==> config.mk <==
export PLATFORM = sky130hd
export DESIGN_NAME = nv_sdp_rdma_atom_serializer
export DESIGN_NICKNAME = d
export VERILOG_FILES = /design/src/rtl/nv_sdp_rdma_atom_serializer_pkg.sv /design/src/rtl/nv_sdp_rdma_atom_cnt.sv /design/src/rtl/nv_sdp_rdma_atom_serializer.sv
export SDC_FILE = /design/constraint.sdc
export NUM_CORES = 2
export LEC_CHECK = 0
export CORE_AREA = 5 5 519 521
export CTS_CLUSTER_SIZE = 16
export DETAILED_ROUTE_END_ITERATION = 16
export DIE_AREA = 0 0 524 526
export DONT_BUFFER_PORTS = 1
export PLACE_DENSITY = 0.4
export SLEW_MARGIN = 20
export SYNTH_ARGS = -nofsm -noshare
export SYNTH_HDL_FRONTEND = slang
export SYNTH_SLANG_ARGS = --single-unit
export TNS_END_PERCENT = 1
==> constraint.sdc <==
create_clock -name nvdla_core_clk -period 2.4 [get_ports nvdla_core_clk]
set_input_delay 0.12 -clock nvdla_core_clk [delete_from_list [all_inputs] [get_ports nvdla_core_clk]]
set_output_delay 0.12 -clock nvdla_core_clk [all_outputs]
set_load 0.01 [all_outputs]
==> src/rtl/nv_sdp_rdma_atom_serializer_pkg.sv <==
// Shared SDP RDMA serializer definitions: mask encodings, FSM states and mask decode helpers.
package nv_sdp_rdma_atom_serializer_pkg;

  localparam int unsigned MASK_W = 4;

  localparam logic [MASK_W-1:0] MASK_1 = 4'h1;
  localparam logic [MASK_W-1:0] MASK_2 = 4'h3;
  localparam logic [MASK_W-1:0] MASK_3 = 4'h7;
  localparam logic [MASK_W-1:0] MASK_4 = 4'hF;

  typedef enum logic [1:0] {
    ST_IDLE = 2'd0,
    ST_RUN  = 2'd1,
    ST_DONE = 2'd2
  } state_t;

  // Atom count of a group: position of the highest set mask bit (0 for an empty mask).
  function automatic logic [2:0] mask_atoms(input logic [MASK_W-1:0] m);
    if (m[3])      return 3'd4;
    else if (m[2]) return 3'd3;
    else if (m[1]) return 3'd2;
    else if (m[0]) return 3'd1;
    else           return 3'd0;
  endfunction

  function automatic logic mask_legal(input logic [MASK_W-1:0] m);
    return (m == MASK_1) || (m == MASK_2) || (m == MASK_3) || (m == MASK_4);
  endfunction

endpackage

==> src/rtl/nv_sdp_rdma_atom_cnt.sv <==
// Cube position tracker: latches the cube shape at start and flags end-of-line / end-of-cube
// for the atom currently presented; flags are registered from the next-count values.
module nv_sdp_rdma_atom_cnt #(
  parameter int unsigned CNT_W = 13
) (
  input  logic             clk,
  input  logic             rst_n,
  input  logic             start_i,
  input  logic [CNT_W-1:0] cfg_width_i,
  input  logic [CNT_W-1:0] cfg_height_i,
  input  logic             acc_i,
  output logic             last_w_o,
  output logic             last_h_o
);

  logic [CNT_W-1:0] cfg_w_q, cfg_w_d;
  logic [CNT_W-1:0] cfg_h_q, cfg_h_d;
  logic [CNT_W-1:0] w_cnt_q, w_cnt_d;
  logic [CNT_W-1:0] h_cnt_q, h_cnt_d;
  logic             last_w_q, last_w_d;
  logic             last_h_q, last_h_d;

  always_comb begin
    cfg_w_d = cfg_w_q;
    cfg_h_d = cfg_h_q;
    w_cnt_d = w_cnt_q;
    h_cnt_d = h_cnt_q;
    if (start_i) begin
      cfg_w_d = cfg_width_i;
      cfg_h_d = cfg_height_i;
      w_cnt_d = '0;
      h_cnt_d = '0;
    end else if (acc_i) begin
      if (w_cnt_q == cfg_w_q) begin
        w_cnt_d = '0;
        h_cnt_d = h_cnt_q + CNT_W'(1);
      end else begin
        w_cnt_d = w_cnt_q + CNT_W'(1);
      end
    end
    last_w_d = (w_cnt_d == cfg_w_d);
    last_h_d = last_w_d && (h_cnt_d == cfg_h_d);
  end

  always_ff @(posedge clk or negedge rst_n) begin
    if (!rst_n) begin
      cfg_w_q  <= '0;
      cfg_h_q  <= '0;
      w_cnt_q  <= '0;
      h_cnt_q  <= '0;
      last_w_q <= 1'b0;
      last_h_q <= 1'b0;
    end else begin
      cfg_w_q  <= cfg_w_d;
      cfg_h_q  <= cfg_h_d;
      w_cnt_q  <= w_cnt_d;
      h_cnt_q  <= h_cnt_d;
      last_w_q <= last_w_d;
      last_h_q <= last_h_d;
    end
  end

  assign last_w_o = last_w_q;
  assign last_h_o = last_h_q;

endmodule

==> src/rtl/nv_sdp_rdma_atom_serializer.sv <==
// SDP RDMA atom serializer: unpacks a masked 4-atom group into one atom per cycle and
// tags each atom with its end-of-line / end-of-cube position.
module nv_sdp_rdma_atom_serializer
  import nv_sdp_rdma_atom_serializer_pkg::*;
#(
  parameter int unsigned AM_DW = 256,
  parameter int unsigned CNT_W = 13
) (
  input  logic                      nvdla_core_clk,
  input  logic                      nvdla_core_rstn,
  input  logic                      op_en,
  input  logic [CNT_W-1:0]          cfg_width,
  input  logic [CNT_W-1:0]          cfg_height,
  input  logic                      inp_pvld,
  output logic                      inp_prdy,
  input  logic [4*AM_DW+4-1:0]      inp_data,
  output logic                      out_pvld,
  input  logic                      out_prdy,
  output logic [AM_DW-1:0]          out_data,
  output logic                      out_last_w,
  output logic                      out_last_h,
  output logic                      done,
  output logic                      err_mask
);

  localparam int unsigned IN_W = MASK_W * AM_DW + MASK_W;

  state_t                       state_q, state_d;
  logic                         hold_vld_q, hold_vld_d;
  logic [1:0]                   sel_q, sel_d;
  logic [2:0]                   cnt_q, cnt_d;
  logic [MASK_W-1:0][AM_DW-1:0] atoms_q, atoms_d;
  logic [AM_DW-1:0]             out_data_q, out_data_d;
  logic                         err_q, err_d;
  logic                         done_q, done_d;

  logic [MASK_W-1:0] in_mask_c;
  logic [2:0]        in_cnt_c;
  logic [1:0]        sel_inc_c;
  logic              start_c, out_acc_c, last_slot_c, inp_prdy_c, grp_acc_c;
  logic              last_w, last_h;

  assign in_mask_c   = inp_data[IN_W-1 -: MASK_W];
  assign in_cnt_c    = mask_atoms(in_mask_c);
  assign sel_inc_c   = sel_q + 2'd1;
  assign start_c     = op_en && (state_q == ST_IDLE);
  assign out_acc_c   = hold_vld_q && out_prdy;
  assign last_slot_c = ({1'b0, sel_q} == (cnt_q - 3'd1));
  // A new group may land in the same cycle the last slot drains, but never past cube end.
  assign inp_prdy_c  = (state_q == ST_RUN) &&
                       (!hold_vld_q || (out_acc_c && last_slot_c && !last_h));
  assign grp_acc_c   = inp_pvld && inp_prdy_c;

  nv_sdp_rdma_atom_cnt #(
    .CNT_W (CNT_W)
  ) u_cnt (
    .clk          (nvdla_core_clk),
    .rst_n        (nvdla_core_rstn),
    .start_i      (start_c),
    .cfg_width_i  (cfg_width),
    .cfg_height_i (cfg_height),
    .acc_i        (out_acc_c),
    .last_w_o     (last_w),
    .last_h_o     (last_h)
  );

  always_comb begin
    state_d    = state_q;
    hold_vld_d = hold_vld_q;
    sel_d      = sel_q;
    cnt_d      = cnt_q;
    atoms_d    = atoms_q;
    out_data_d = out_data_q;
    err_d      = err_q;
    done_d     = 1'b0;
    case (state_q)
      ST_IDLE: begin
        if (op_en) begin
          state_d = ST_RUN;
          err_d   = 1'b0;
        end
      end
      ST_RUN: begin
        if (out_acc_c) begin
          if (last_h) begin
            hold_vld_d = 1'b0;
            state_d    = ST_DONE;
            done_d     = 1'b1;
          end else if (last_slot_c) begin
            hold_vld_d = 1'b0;
          end else begin
            sel_d      = sel_inc_c;
            out_data_d = atoms_q[sel_inc_c];
          end
        end
        if (grp_acc_c) begin
          if (!mask_legal(in_mask_c)) err_d = 1'b1;
          atoms_d    = inp_data[MASK_W*AM_DW-1:0];
          cnt_d      = in_cnt_c;
          sel_d      = 2'd0;
          hold_vld_d = (in_cnt_c != 3'd0);
          out_data_d = inp_data[AM_DW-1:0];
        end
      end
      ST_DONE: state_d = ST_IDLE;
      default: state_d = ST_IDLE;
    endcase
  end

  always_ff @(posedge nvdla_core_clk or negedge nvdla_core_rstn) begin
    if (!nvdla_core_rstn) begin
      state_q    <= ST_IDLE;
      hold_vld_q <= 1'b0;
      sel_q      <= 2'd0;
      cnt_q      <= 3'd0;
      atoms_q    <= '0;
      out_data_q <= '0;
      err_q      <= 1'b0;
      done_q     <= 1'b0;
    end else begin
      state_q    <= state_d;
      hold_vld_q <= hold_vld_d;
      sel_q      <= sel_d;
      cnt_q      <= cnt_d;
      atoms_q    <= atoms_d;
      out_data_q <= out_data_d;
      err_q      <= err_d;
      done_q     <= done_d;
    end
  end

  assign inp_prdy   = inp_prdy_c;
  assign out_pvld   = hold_vld_q;
  assign out_data   = out_data_q;
  assign out_last_w = last_w;
  assign out_last_h = last_h;
  assign done       = done_q;
  assign err_mask   = err_q;

endmodule
==> results.json <==
{
  "finalHoldViolCount": 0,
  "critical_path_class": "reg2reg",
  "fmax_mhz": 353.5,
  "worstPathArrival_ns": 3.52,
  "reg2reg_slack_ns": -0.43,
  "synthesis.nets": 7464,
  "clock_latency_ns": 0.83,
  "rsz0062_at_grt": "yes",
  "intPower_w": 0.06681,
  "nets": 9668,
  "hold_path.class": "in2reg",
  "irDropWorstVdd_mv": 0.6925,
  "die_w_um": 524,
  "die_h_um": 526,
  "dr_total_vias": 55600,
  "grt_antenna_before_repair": 98,
  "die_area_um2": 275600,
  "p_switching_w": 0.04507,
  "io_pins": 1321,
  "port_buffers": 0,
  "nFillCells": 26300,
  "rows": 189,
  "ys_ff_latch": 1344,
  "ys.flop_type": "dfrtp_1",
  "power_per_cell_area_nw_per_um2": 1211,
  "drv_slew": 0,
  "grt_max_degree": 213,
  "syn_area_um2": 58090,
  "ys_seq_area_share_pct": 57.90,
  "preCtsSetupSlack_ns": -0.4718,
  "synth_top_area_share_pct": 57.90,
  "cts_buffers": 169,
  "gp_congestion": 0.8752,
  "status": "finished, violations left",
  "drive_above_1_share_pct": 11.72,
  "cts_tree": "built",
  "swShare_pct": 40.28,
  "worst_pin_slew_ns": 0.8417,
  "synth-edff-count": 0,
  "core_area_um2": 264100,
  "synthArstFlopShare_pct": 100.0,
  "hold_path_end": "atoms_q[176]$_DFFE_PN0P_",
  "viasPerCell": 4.505,
  "regArea_um2": 33640,
  "first_iter_violations": 3696,
  "r2r_cells": 10,
  "fin_crit_ns": 2.829,
  "wire_per_inst_um": 23.46,
  "max-slew-margin-rel_pct": 43.88,
  "synth.avg_cell_area_um2": 9.074,
  "ant_nets": 0,
  "layout_setup_ws_ns": -0.4289,
  "p_leak_nw": 43.48,
  "critical_path.endpoint_type": "register",
  "post-dp-hpwl_mm": 201.5,
  "p_clk_share_pct": 22.8,
  "clock_skew_ns": 0.04567,
  "clock-root-buffer": "clkbuf_16",
  "cts_buffer_depth": 4,
  "r2r-end": "u_cnt.last_h_o$_DFF_PN0_",
  "wl_mm": 289.6,
  "grt.total_usage_pct": 20.24,
  "drc": 0,
  "setup_violations": 422,
  "worstPathMaxFanout": 4,
  "ys.warnings.count": 0,
  "clock-sinks": 1344,
  "fin_crit_sh_pct": 117.9,
  "first_pass_iters": 6,
  "htreeDepth": 4,
  "critPathRequiredTime_ns": 3.09,
  "min_delay_path_depth": 3,
  "clk_pin_slew_ns": 0.06,
  "min_from": "inp_data[176]",
  "syn_to_final_growth_pct": 59.06,
  "multiInputGateArea_um2": 23500,
  "synth_cells": 6402,
  "worstSetupStartpointType": "register",
  "fin_util_pct": 34.98,
  "p_seq_share_pct": 38.7,
  "grt_pass1_vias": 60170,
  "synthTopCellsByArea": "dfrtp_1 58%, nand2_1 22%, mux4_2 5.1%, clkbuf_1 2.4%, mux2i_1 2.0%",
  "reg2reg_from": "u_cnt.cfg_w_q[9]$_DFF_PN0_",
  "violations": "negative setup slack",
  "grt_pass1_wl_mm": 416.2,
  "initial_core_util_pct": 21.99,
  "maxCapViolCount": 0,
  "synthDistinctLibCells": 52,
  "grt_overflow": 0,
  "synth_top_cell_by_area": "dfrtp_1",
  "combPwrFrac_pct": 38.5
}
synth_stat cells (all sizes together) (15+ instances only):
cell type  instances
clkbuf           373
mux2i            114
nor2             160
inv               15
a21oi             86
nand2           3396
o21ai            130
nand3            207
buf               39
nor4              15
mux2              22
a222oi            19
xor2              23
a211oi            47
o31ai             48
xnor2             35
o211ai           122
mux4             131
dfrtp           1344
flip-flops by register name, indices dropped and copies added (netlist names):
name            cells
u_cnt.last_w_o      1
u_cnt.h_cnt_q      13
cnt_q               3
u_cnt.last_h_o      1
done                1
u_cnt.w_cnt_q      13
u_cnt.cfg_w_q      13
out_pvld            1
sel_q               2
err_mask            1
state_q             2
u_cnt.cfg_h_q      13
atoms_q          1024
out_data          256
cell usage in the layout, fill, tap and decap left out, drive strengths merged, types with 15 or more instances in the layout:
master | Yosys | final
a211oi | 47 | 47
a21oi | 86 | 86
a222oi | 19 | 19
buf | 39 | 466
clkbuf | 373 | 252
clkinv | 0 | 24
dfrtp | 1344 | 1344
diode | 0 | 82
dlygate4sd3 | 0 | 1972
inv | 15 | 25
mux2 | 22 | 22
mux2i | 114 | 114
mux4 | 131 | 131
nand2 | 3396 | 3396
nand3 | 207 | 207
nor2 | 160 | 160
nor4 | 15 | 15
o211ai | 122 | 122
o21ai | 130 | 130
o31ai | 48 | 48
xnor2 | 35 | 35
xor2 | 23 | 23
metrics by stage:
| stage | hold slack, ns | power (W) | TNS (ns) | area, um^2 | cells |
|---|---|---|---|---|---|
| after floorplan | -0.1756 | 0.06247 | -79.30 | 58120 | 6402 |
| after global placement | -0.1674 | 0.08063 | -478.57 | 65220 | 9951 |
| after detailed placement | -0.1678 | 0.08141 | -279.51 | 65300 | 9954 |
| after CTS | 0.0001260 | 0.1124 | -110.22 | 91700 | 12250 |
| after global routing | 0.02292 | 0.1193 | -165.00 | 92350 | 12320 |
| final | 0.08011 | 0.1119 | -22.75 | 92400 | 12340 |
final cells by class:
| cell class | instances | area share, % |
|---|---|---|
| flip-flops and latches | 1344 | 36.41 |
| multi-input cells | 4632 | 25.43 |
| well taps | 3533 | 4.784 |
| inverters | 15 | 0.06094 |
| clock inverters | 43 | 0.4916 |
| repair buffers | 2444 | 27.25 |
| diodes | 82 | 0.2221 |
| clock buffers | 249 | 5.347 |
cell families after synthesis:
family          Yosys count  share of synthesized area, %
compound gates          470                         5.286
xor+xnor                 58                        0.8745
fa+ha+maj                 3                       0.06462
buf+inv                 427                         2.802
flops                  1344                         57.90
mux                     267                         7.470
simple gates           3833                         25.61
worst max-delay path, stage by stage (launching register included):
cell       delay [ns]
dfrtp_1          0.38
xor2_1           0.20
or4_4            0.58
buf_4            0.16
nor4_4           0.21
buf_4            0.23
xnor2_4          0.14
xnor2_2          0.11
a2111oi_4        0.34
nand4_1          0.14
nor4b_2          0.23
worst max-delay path by stage:
stage                          startpoint                   endpoint  slack, ns  cells after the start
6_report       u_cnt.cfg_w_q[9]$_DFF_PN0_   u_cnt.last_h_o$_DFF_PN0_      -0.43                     10
5_1_grt        u_cnt.cfg_w_q[9]$_DFF_PN0_   u_cnt.last_h_o$_DFF_PN0_      -0.62                     10
4_1_cts        u_cnt.cfg_w_q[9]$_DFF_PN0_   u_cnt.last_h_o$_DFF_PN0_      -0.46                     10
3_5_place_dp         cnt_q[0]$_DFFE_PN0P_   out_data[71]$_DFFE_PN0P_      -0.47                     12
3_3_place_gp              nvdla_core_rstn  out_data[253]$_DFFE_PN0P_      -0.96                      3
2_1_floorplan  u_cnt.w_cnt_q[9]$_DFF_PN0_   u_cnt.last_h_o$_DFF_PN0_      -0.18                      9
layer usage:
metal	routed length [um]	up-vias	global-route usage, %
met4	15800	18	9.609
met2	136000	2109	33.46
met1	117100	27570	24.77
met5	115	-	0
li1	-	25240	-
met3	20590	670	4.827
power by group through the flow:
stage	clock, W	combinational (W)	sequential (W)
floorplan	0	0.0242	0.0383
CTS	0.0263	0.0428	0.0433
detailed placement	0	0.0380	0.0435
finish	0.0255	0.0431	0.0433
global placement	0	0.0374	0.0432
global route	0.0271	0.0478	0.0445
what timing repair did:
item	in CTS	in global routing
pin swaps	76	37
endpoints found under the hold margin	1925	0
setup buffers	24	0
setup endpoints to repair	1273	1473
hold buffers	1976	0
resized for setup	191	84
cloned	8	3
Note: power is estimated with default switching activity, not from simulation.
